<file path="src/rtl/bus_slave_pkg.sv">
// Shared types for the AXI-style slave burst sequencer: burst/response codes,
// controller states and the arbiter grant encoding.
package bus_slave_pkg;

  localparam int ADDR_W = 12;
  localparam int LEN_W  = 8;
  localparam int SIZE_W = 3;

  typedef enum logic [1:0] {
    BURST_FIXED = 2'b00,
    BURST_INCR  = 2'b01,
    BURST_WRAP  = 2'b10
  } burst_t;

  typedef enum logic [1:0] {
    RESP_OKAY   = 2'b00,
    RESP_SLVERR = 2'b10
  } resp_t;

  typedef enum logic [2:0] {
    IDLE,
    RD_ISSUE,
    RD_DATA,
    WR_DATA,
    WR_RESP
  } state_t;

  typedef enum logic {
    GRANT_READ  = 1'b0,
    GRANT_WRITE = 1'b1
  } grant_t;

  // A beat wider than the peripheral, or the reserved burst code, turns the
  // whole burst into an error burst.
  function automatic logic desc_err(input logic [SIZE_W-1:0] size,
                                    input logic [1:0]        burst,
                                    input int                p_size);
    return (int'(size) > p_size) || (burst == 2'b11);
  endfunction

endpackage

</file>
<file path="src/rtl/rr_arb2.sv">
// Two-way round-robin arbiter between the read and write address channels.
// The channel not served last wins a tie.
module rr_arb2
  import bus_slave_pkg::*;
(
  input  logic CLK,
  input  logic RESETn,
  input  logic en,
  input  logic req_rd,
  input  logic req_wr,
  input  logic accept,
  output logic grant_rd,
  output logic grant_wr
);

  grant_t last_grant_reg;

  always_comb begin
    grant_rd = en && req_rd && (!req_wr || (last_grant_reg == GRANT_WRITE));
    grant_wr = en && req_wr && !grant_rd;
  end

  always_ff @(posedge CLK or negedge RESETn) begin
    if (!RESETn) begin
      last_grant_reg <= GRANT_WRITE;
    end else if (accept) begin
      last_grant_reg <= grant_rd ? GRANT_READ : GRANT_WRITE;
    end
  end

endmodule

</file>
<file path="src/rtl/slave_burst_ctrl.sv">
// Sequences one AXI-style read or write burst at a time through an external
// address generator, driving memory strobes and the R/B response handshakes.
module slave_burst_ctrl
  import bus_slave_pkg::*;
#(
  parameter int P_SIZE = 4
) (
  input  logic              CLK,
  input  logic              RESETn,
  input  logic              ARVALID,
  output logic              ARREADY,
  input  logic [ADDR_W-1:0] ARADDR,
  input  logic [LEN_W-1:0]  ARLEN,
  input  logic [SIZE_W-1:0] ARSIZE,
  input  logic [1:0]        ARBURST,
  input  logic              AWVALID,
  output logic              AWREADY,
  input  logic [ADDR_W-1:0] AWADDR,
  input  logic [LEN_W-1:0]  AWLEN,
  input  logic [SIZE_W-1:0] AWSIZE,
  input  logic [1:0]        AWBURST,
  input  logic              WVALID,
  output logic              WREADY,
  input  logic              WLAST,
  output logic              RVALID,
  output logic              RLAST,
  input  logic              RREADY,
  output logic [1:0]        RRESP,
  output logic              BVALID,
  input  logic              BREADY,
  output logic [1:0]        BRESP,
  output logic [ADDR_W-1:0] AG_ADDR,
  output logic [LEN_W-1:0]  AG_LEN,
  output logic [SIZE_W-1:0] AG_SIZE,
  output logic [1:0]        AG_BURST,
  output logic              AG_START,
  output logic              AG_NEXT,
  input  logic [ADDR_W-1:0] AG_ADDR_IN,
  output logic [ADDR_W-1:0] MEM_ADDR,
  output logic              MEM_RE,
  output logic              MEM_WE
);

  state_t             state_reg, state_next;
  logic [LEN_W-1:0]   len_reg, len_next;
  logic [LEN_W-1:0]   beat_cnt_reg, beat_cnt_next;
  logic               err_reg, err_next;
  logic               wlast_err_reg, wlast_err_next;

  logic grant_rd, grant_wr;
  logic ar_hs, aw_hs;
  logic last_beat;

  rr_arb2 u_arb (
    .CLK      (CLK),
    .RESETn   (RESETn),
    .en       (state_reg == IDLE),
    .req_rd   (ARVALID),
    .req_wr   (AWVALID),
    .accept   (ar_hs || aw_hs),
    .grant_rd (grant_rd),
    .grant_wr (grant_wr)
  );

  // Grants already include the VALIDs, so READY equals the handshake.
  assign ARREADY = grant_rd;
  assign AWREADY = grant_wr;
  assign ar_hs   = grant_rd;
  assign aw_hs   = grant_wr;

  assign AG_ADDR  = grant_rd ? ARADDR  : AWADDR;
  assign AG_LEN   = grant_rd ? ARLEN   : AWLEN;
  assign AG_SIZE  = grant_rd ? ARSIZE  : AWSIZE;
  assign AG_BURST = grant_rd ? ARBURST : AWBURST;
  assign AG_START = ar_hs || aw_hs;

  assign MEM_ADDR  = AG_ADDR_IN;
  assign last_beat = (beat_cnt_reg == len_reg);

  always_comb begin
    state_next     = state_reg;
    len_next       = len_reg;
    beat_cnt_next  = beat_cnt_reg;
    err_next       = err_reg;
    wlast_err_next = wlast_err_reg;
    MEM_RE         = 1'b0;
    MEM_WE         = 1'b0;
    AG_NEXT        = 1'b0;
    RVALID         = 1'b0;
    RLAST          = 1'b0;
    RRESP          = RESP_OKAY;
    WREADY         = 1'b0;
    BVALID         = 1'b0;
    BRESP          = RESP_OKAY;

    case (state_reg)
      IDLE: begin
        if (ar_hs) begin
          len_next       = ARLEN;
          err_next       = desc_err(ARSIZE, ARBURST, P_SIZE);
          beat_cnt_next  = '0;
          wlast_err_next = 1'b0;
          state_next     = RD_ISSUE;
        end else if (aw_hs) begin
          len_next       = AWLEN;
          err_next       = desc_err(AWSIZE, AWBURST, P_SIZE);
          beat_cnt_next  = '0;
          wlast_err_next = 1'b0;
          state_next     = WR_DATA;
        end
      end

      RD_ISSUE: begin
        MEM_RE     = !err_reg;
        state_next = RD_DATA;
      end

      RD_DATA: begin
        RVALID = 1'b1;
        RLAST  = last_beat;
        RRESP  = err_reg ? RESP_SLVERR : RESP_OKAY;
        if (RREADY) begin
          if (last_beat) begin
            state_next = IDLE;
          end else begin
            AG_NEXT       = 1'b1;
            beat_cnt_next = beat_cnt_reg + 8'd1;
            state_next    = RD_ISSUE;
          end
        end
      end

      WR_DATA: begin
        WREADY = 1'b1;
        if (WVALID) begin
          MEM_WE = !err_reg;
          // WLAST is only audited; the beat count alone ends the burst.
          if (WLAST != last_beat) begin
            wlast_err_next = 1'b1;
          end
          if (last_beat) begin
            state_next = WR_RESP;
          end else begin
            AG_NEXT       = 1'b1;
            beat_cnt_next = beat_cnt_reg + 8'd1;
          end
        end
      end

      WR_RESP: begin
        BVALID = 1'b1;
        BRESP  = (err_reg || wlast_err_reg) ? RESP_SLVERR : RESP_OKAY;
        if (BREADY) begin
          state_next = IDLE;
        end
      end

      default: state_next = IDLE;
    endcase
  end

  always_ff @(posedge CLK or negedge RESETn) begin
    if (!RESETn) begin
      state_reg     <= IDLE;
      len_reg       <= '0;
      beat_cnt_reg  <= '0;
      err_reg       <= 1'b0;
      wlast_err_reg <= 1'b0;
    end else begin
      state_reg     <= state_next;
      len_reg       <= len_next;
      beat_cnt_reg  <= beat_cnt_next;
      err_reg       <= err_next;
      wlast_err_reg <= wlast_err_next;
    end
  end

endmodule

</file>
<file path="config.mk">
export PLATFORM = sky130hd
export DESIGN_NAME = slave_burst_ctrl
export DESIGN_NICKNAME = d
export VERILOG_FILES = /design/src/rtl/bus_slave_pkg.sv /design/src/rtl/rr_arb2.sv /design/src/rtl/slave_burst_ctrl.sv
export SDC_FILE = /design/constraint.sdc
export NUM_CORES = 1
export LEC_CHECK = 0
export ABC_AREA = 1
export CORE_MARGIN = 2
export CORE_UTILIZATION = 41
export CTS_BUF_LIST = sky130_fd_sc_hd__clkbuf_4 sky130_fd_sc_hd__clkbuf_8
export DETAILED_ROUTE_END_ITERATION = 8
export MAX_ROUTING_LAYER = met4
export PLACE_DENSITY = 0.95
export SYNTH_ARGS = -nofsm -noshare
export SYNTH_HDL_FRONTEND = slang
export SYNTH_SLANG_ARGS = --single-unit
</file>
<file path="constraint.sdc">
create_clock -name CLK -period 4.3 [get_ports CLK]
set_input_delay 0.86 -clock CLK [delete_from_list [all_inputs] [get_ports CLK]]
set_output_delay 0.86 -clock CLK [all_outputs]
set_load 0.02 [all_outputs]
</file>
# Word level (Yosys, flattened, before mapping)

Cells that the tools add are included.

Bits in registers: 22
Word-level logic and storage cells: 86
Input port bits: 70
Output and inout bits: 51

Reduce and logical (&&, ||, !) cells: 20
Equality and inequality tests: 14
Order comparisons: 2
$add $sub $neg: 1
Mux-type cells: 43

Operators with widths:

| operator                                      | count |
|---|---|
| 2-to-1 mux 8 bit                              | 8 |
| one-hot mux 8 bit (3 select lines)            | 1 |
| 2-to-1 mux 3 bit                              | 7 |
| 2-to-1 mux 1 bit                              | 18 |
| one-hot mux 3 bit (5 select lines)            | 1 |
| 2-to-1 mux 12 bit                             | 1 |
| 2-to-1 mux 2 bit                              | 5 |
| inequality test 2 bit, second input constant  | 5 |
| adder 8 x 1 -> 8 bit, second input constant   | 1 |
| == test 8 bit                                 | 1 |
| AND reduction 4 bit                           | 2 |
| == test 3 x 2 -> 1 bit, second input constant | 2 |
| > comparator 3 bit, second input constant     | 2 |
| logical OR 1 bit                              | 5 |
| AND reduction 5 bit                           | 1 |
| == test 2 bit, second input constant          | 2 |
| logical AND 1 bit                             | 4 |
| one-hot mux 1 bit (2 select lines)            | 2 |
| nonzero test 2 bit                            | 2 |
| == test 3 x 1 -> 1 bit, second input constant | 1 |
| == test 3 bit, second input constant          | 1 |
| zero test 1 bit                               | 3 |
| zero test 3 bit                               | 1 |
| inequality test 3 bit, second input constant  | 1 |
| 3 further kinds                               | 3 |

# Longest topological paths before layout

Depth after elaboration: 8
Mapped depth: 10

# Hierarchy

From an unflattened synthesis, not the netlist that was laid out.

Cell total of the unflattened synthesis: 306
Area total of the unflattened synthesis: 1,863.0 µm²

By module, submodules not included:

| module           | area each (µm²) | instances | cells each |
|---|---|---|---|
| slave_burst_ctrl | 1,790.5         | 1         | 294 |
| rr_arb2          | 72.6            | 1         | 12 |

# Least setup slack after synthesis

OpenSTA, ideal clock, no wires.

Path kind: input -> output
From: input port ARVALID
To: output port AG_BURST[0]
Slack: 1,680 ps
Buffers on the path: 2
Required time: 3,440 ps
Cell stages on the path: 6
Arrival: 1,760 ps
Cells stage by stage: inv_1 > a21oi_1 > nand2_2 > buf_4 > buf_6 > o21ai_1

Word-level cells in the longest chain between the ends: 3

Ends and longest elaborated chain:

| what                            | RTL line               | RTL |
|---|---|---|
| start: declaration              | slave_burst_ctrl.sv:10 | `input logic ARVALID,` |
| logical AND 1 bit (2 in series) | rr_arb2.sv:19          | `grant_rd = en && req_rd && (!req_wr \|\| (last_grant_reg == GRANT_WRITE));` |
| 2-to-1 mux 2 bit                | slave_burst_ctrl.sv:74 | `assign AG_BURST = grant_rd ? ARBURST : AWBURST;` |
| end: declaration                | slave_burst_ctrl.sv:35 | `output logic [1:0] AG_BURST,` |

No other way between the ends.

# Final worst setup path

Same ends and word-level chain as after synthesis.

==> flow_summary_export.csv <==
group,metric,value,unit
status,status,"finished clean",
cells_and_area,nets,445,
drt,viasPerCell,5.02,
yosys,async_flop_share,100,%
yosys,synthDistinctLibCells,31,
drt,avgRoutedWirePerCell,13.4,um
clock_tree,numClockSinks,22,
global_route,grt_pass1_wl,9.60,mm
setup_path,crit_top_cell,"clkdlybuf4s50_1",
power,total_leakage_power,1.37,nW
floorplan,start_util,42.7,%
cells_and_area,num-fill-cells,344,
floorplan,fp.dieArea,0.00513,mm^2
timing,timing.fmax,0.273,GHz
setup_path,path_cells,"clkdlybuf4s50_1 -> inv_1 -> a21oi_1 -> nand2_2 -> buf_4 -> o21ai_1 -> clkdlybuf4s50_1",
global_route,track_usage,24.0,%
floorplan,fp.dieH,71.6,um
global_route,grt_max_degree,27,
yosys,yosysWarnings,0,
setup_path,critPathKind,"input port to output port",
setup_path,required,3.44,ns
clock_tree,cts_tree,"done",
timing,worst_pin_slew,0.966,ns
clock_tree,cts_setup_buffers,0,
yosys,ys.flop_type,"dfrtp_1",
floorplan,core.rowCount,24,
setup_path,slowest_delay,0.63,ns
timing,slew_viol_final,0,
timing,timing.final.crit_share,85.0,%
setup_path,path_delay_family,"buffers and inverters",
yosys,synth-seq-cells,22,
setup_path,cpMaxStageDelayCell,"clkdlybuf4s50_1",
yosys,syn_inst,293,
power,ir_worst_vdd,0.266,mV
placed_design,dpl.hpwl,4.71,mm
worst_hold_path,worstHoldPathType,"register to register",
timing,rsz0062_at_grt,"no",
cells_and_area,area_delta_synth_final,49.8,%
global_route,antenna_found_initial,0,
clock_tree,cts.repair.resized,0,
floorplan,die_w,71.6,um
clock_tree,cts_root_buf,"clkbuf_8",
yosys,syn_avg_cell_area,6.39,um^2
clock_tree,htree_levels,1,
drt,postRouteAntennaNets,0,
clock_tree,numCtsBuffers,3,
floorplan,core_area,0.00438,mm^2
setup_path,crit_fanout,24,
floorplan,pin_count,121,
yosys,synth_enable_flop_cells,0,
timing,finalHoldViolCount,0,
timing,slew_headroom,35.4,%
timing,tns,0,ns
timing,fin_skew,0.00395,ns
drt,via_count,2135,
placed_design,place_inst,421,
clock_tree,cts.reportedPaths.clkPinSlew,0.08,ns
clock_tree,cts_hold_buffers,0,
drt,totalWireLength,5.70,mm
timing,whs,0.488,ns
clock_tree,clock_path_buffers,2,
timing,min_period,3.66,ns
setup_path,start_kind,"input port",
cells_and_area,final_cell_count_no_fill,425,
placed_design,port_buffers,94,
global_route,overflow,0,
cells_and_area,drive_gt1_share,7.51,%
drt,drc,0,
placed_design,gp_congestion,0.913,
flow_run,drv_cap,0,
drt,drtPass1Iterations,4,
yosys,seq_area_frac_synth,29.5,%
power,powerDensity,600,mW/mm^2
setup_path,crit_arrival,2.80,ns
setup_path,endpoint_kind,"output port",
yosys,syn_area,0.00187,mm^2
clock_tree,worstSkewPairLatency,0.27,ns
global_route,grt_pass1_vias,2205,
cells_and_area,diodes,0,
drt,drt_iter0_markers,176,
timing,setup_viol,0,
setup_path,critPathBufInv,4,
[synth_stat cells (2+ instances only)]
| cell | count | area, um^2 |
|---|---|---|
| a21oi_1 | 2 | 10.0 |
| buf_2 | 2 | 10.0 |
| buf_4 | 16 | 120 |
| buf_6 | 3 | 33.8 |
| dfrtp_1 | 21 | 526 |
| inv_1 | 26 | 97.6 |
| inv_2 | 3 | 11.3 |
| inv_4 | 2 | 12.5 |
| mux2_2 | 3 | 33.8 |
| nand2_1 | 136 | 510 |
| nand2_2 | 4 | 25.0 |
| nand3_1 | 11 | 55.1 |
| nand3_2 | 2 | 20.0 |
| nand4_1 | 9 | 56.3 |
| nor2_1 | 19 | 71.3 |
| nor2_4 | 3 | 33.8 |
| nor3b_1 | 2 | 15.0 |
| o211ai_1 | 2 | 15.0 |
| o21ai_0 | 4 | 20.0 |
| o21ai_1 | 8 | 40.0 |
| xnor2_1 | 5 | 43.8 |
[metrics by stage]
stage | setup slack, ns | total power [mW] | utilization, % | area (um^2)
floorplan | 1.68 | 1.10 | - | 1880
global placement | 0.734 | 1.45 | 62.4 | 2730
detailed placement | 0.652 | 1.48 | 62.4 | 2730
CTS | 0.636 | 1.68 | 64.0 | 2810
global route | 0.506 | 1.80 | 64.0 | 2810
finish | 0.643 | 1.68 | 64.0 | 2810
[path summary, 6_finish.rpt]
| kind | to | slack (ns) | start | cells after the start |
|---|---|---|---|---|
| setup reg to reg | len_reg[2] | 2.53 | state_reg[0] | 6 |
| min in group asynchronous | beat_cnt_reg[7] | 1.12 | RESETn | 1 |
| max in group asynchronous | wlast_err_reg | 2.59 | RESETn | 1 |
| hold reg to reg | u_arb.last_grant_reg | 0.49 | u_arb.last_grant_reg | 2 |
| setup / recovery | AG_BURST[0] | 0.64 | ARVALID | 7 |
| hold / removal | u_arb.last_grant_reg | 0.49 | u_arb.last_grant_reg | 2 |
[final cells by class]
| cell class | count | area (um^2) | share of cell area, % |
|---|---|---|---|
| Clock inverter | 1 | 30.0 | 1.07 |
| Tap cell | 52 | 65.1 | 2.32 |
| Clock buffer | 3 | 41.3 | 1.47 |
| Timing Repair Buffer | 96 | 956 | 34.1 |
| Inverter | 31 | 121 | 4.33 |
| Sequential cell | 22 | 552 | 19.7 |
| Multi-Input combinational cell | 220 | 1040 | 37.1 |
[kinds of logic (layout without fill, tap and decap cells)]
kind of cell | count (synthesis) | after routing | synth area share (%)
other | 1 | 2 | 0.200
xor gates and xnor gates | 5 | 5 | 2.34
adders and majority gates | 1 | 1 | 0.668
and+or+nand+nor | 192 | 192 | 45.4
DFF | 22 | 22 | 29.5
muxes | 3 | 3 | 1.80
AOI/OAI and AO/OA | 17 | 17 | 4.94
buffers and inverters | 52 | 131 | 15.2
[per-layer routing]
metal | vias to the layer above | GRT usage [%] | part of all wire, %
met5 | - | - | 0
met4 | 0 | 8.81 | 2.4
met3 | 13 | 3.66 | 6.9
met2 | 113 | 43.7 | 53
met1 | 952 | 26.4 | 38
li1 | 1057 | - | -
[worst min-delay path: stages (launching register included)]
cell     delay (ns)
dfstp_2        0.37
inv_1          0.06
a21oi_1        0.06
[cells in the final DEF, fill, tap and decap left out]
master           instances
nand3_4                  1
nor2_4                   3
nor2_1                  19
a21oi_1                  2
inv_4                    2
inv_1                   26
o21bai_1                 1
xnor2_1                  5
o21ai_1                  8
nand3_1                 11
o21ai_0                  4
buf_4                    2
nor3_4                   1
nand4_1                  9
nand2_2                  4
clkdlybuf4s50_1         94
nor3_1                   1
dfstp_2                  1
bufinv_16                1
clkbuf_8                 3
ha_1                     1
nor3b_1                  2
nor4_1                   1
dfrtp_1                 21
nand2_4                  1
nand3_2                  2
nor2_2                   1
conb_1                   2
mux2_2                   3
o211ai_1                 2
inv_2                    3
nand2_1                136
[power by group]
group          switching, mW  internal [mW]
registers             0.0893          0.292
logic                  0.650          0.455
clock network         0.0704          0.124
total                  0.810          0.872
(Power assumes the default switching activity.)
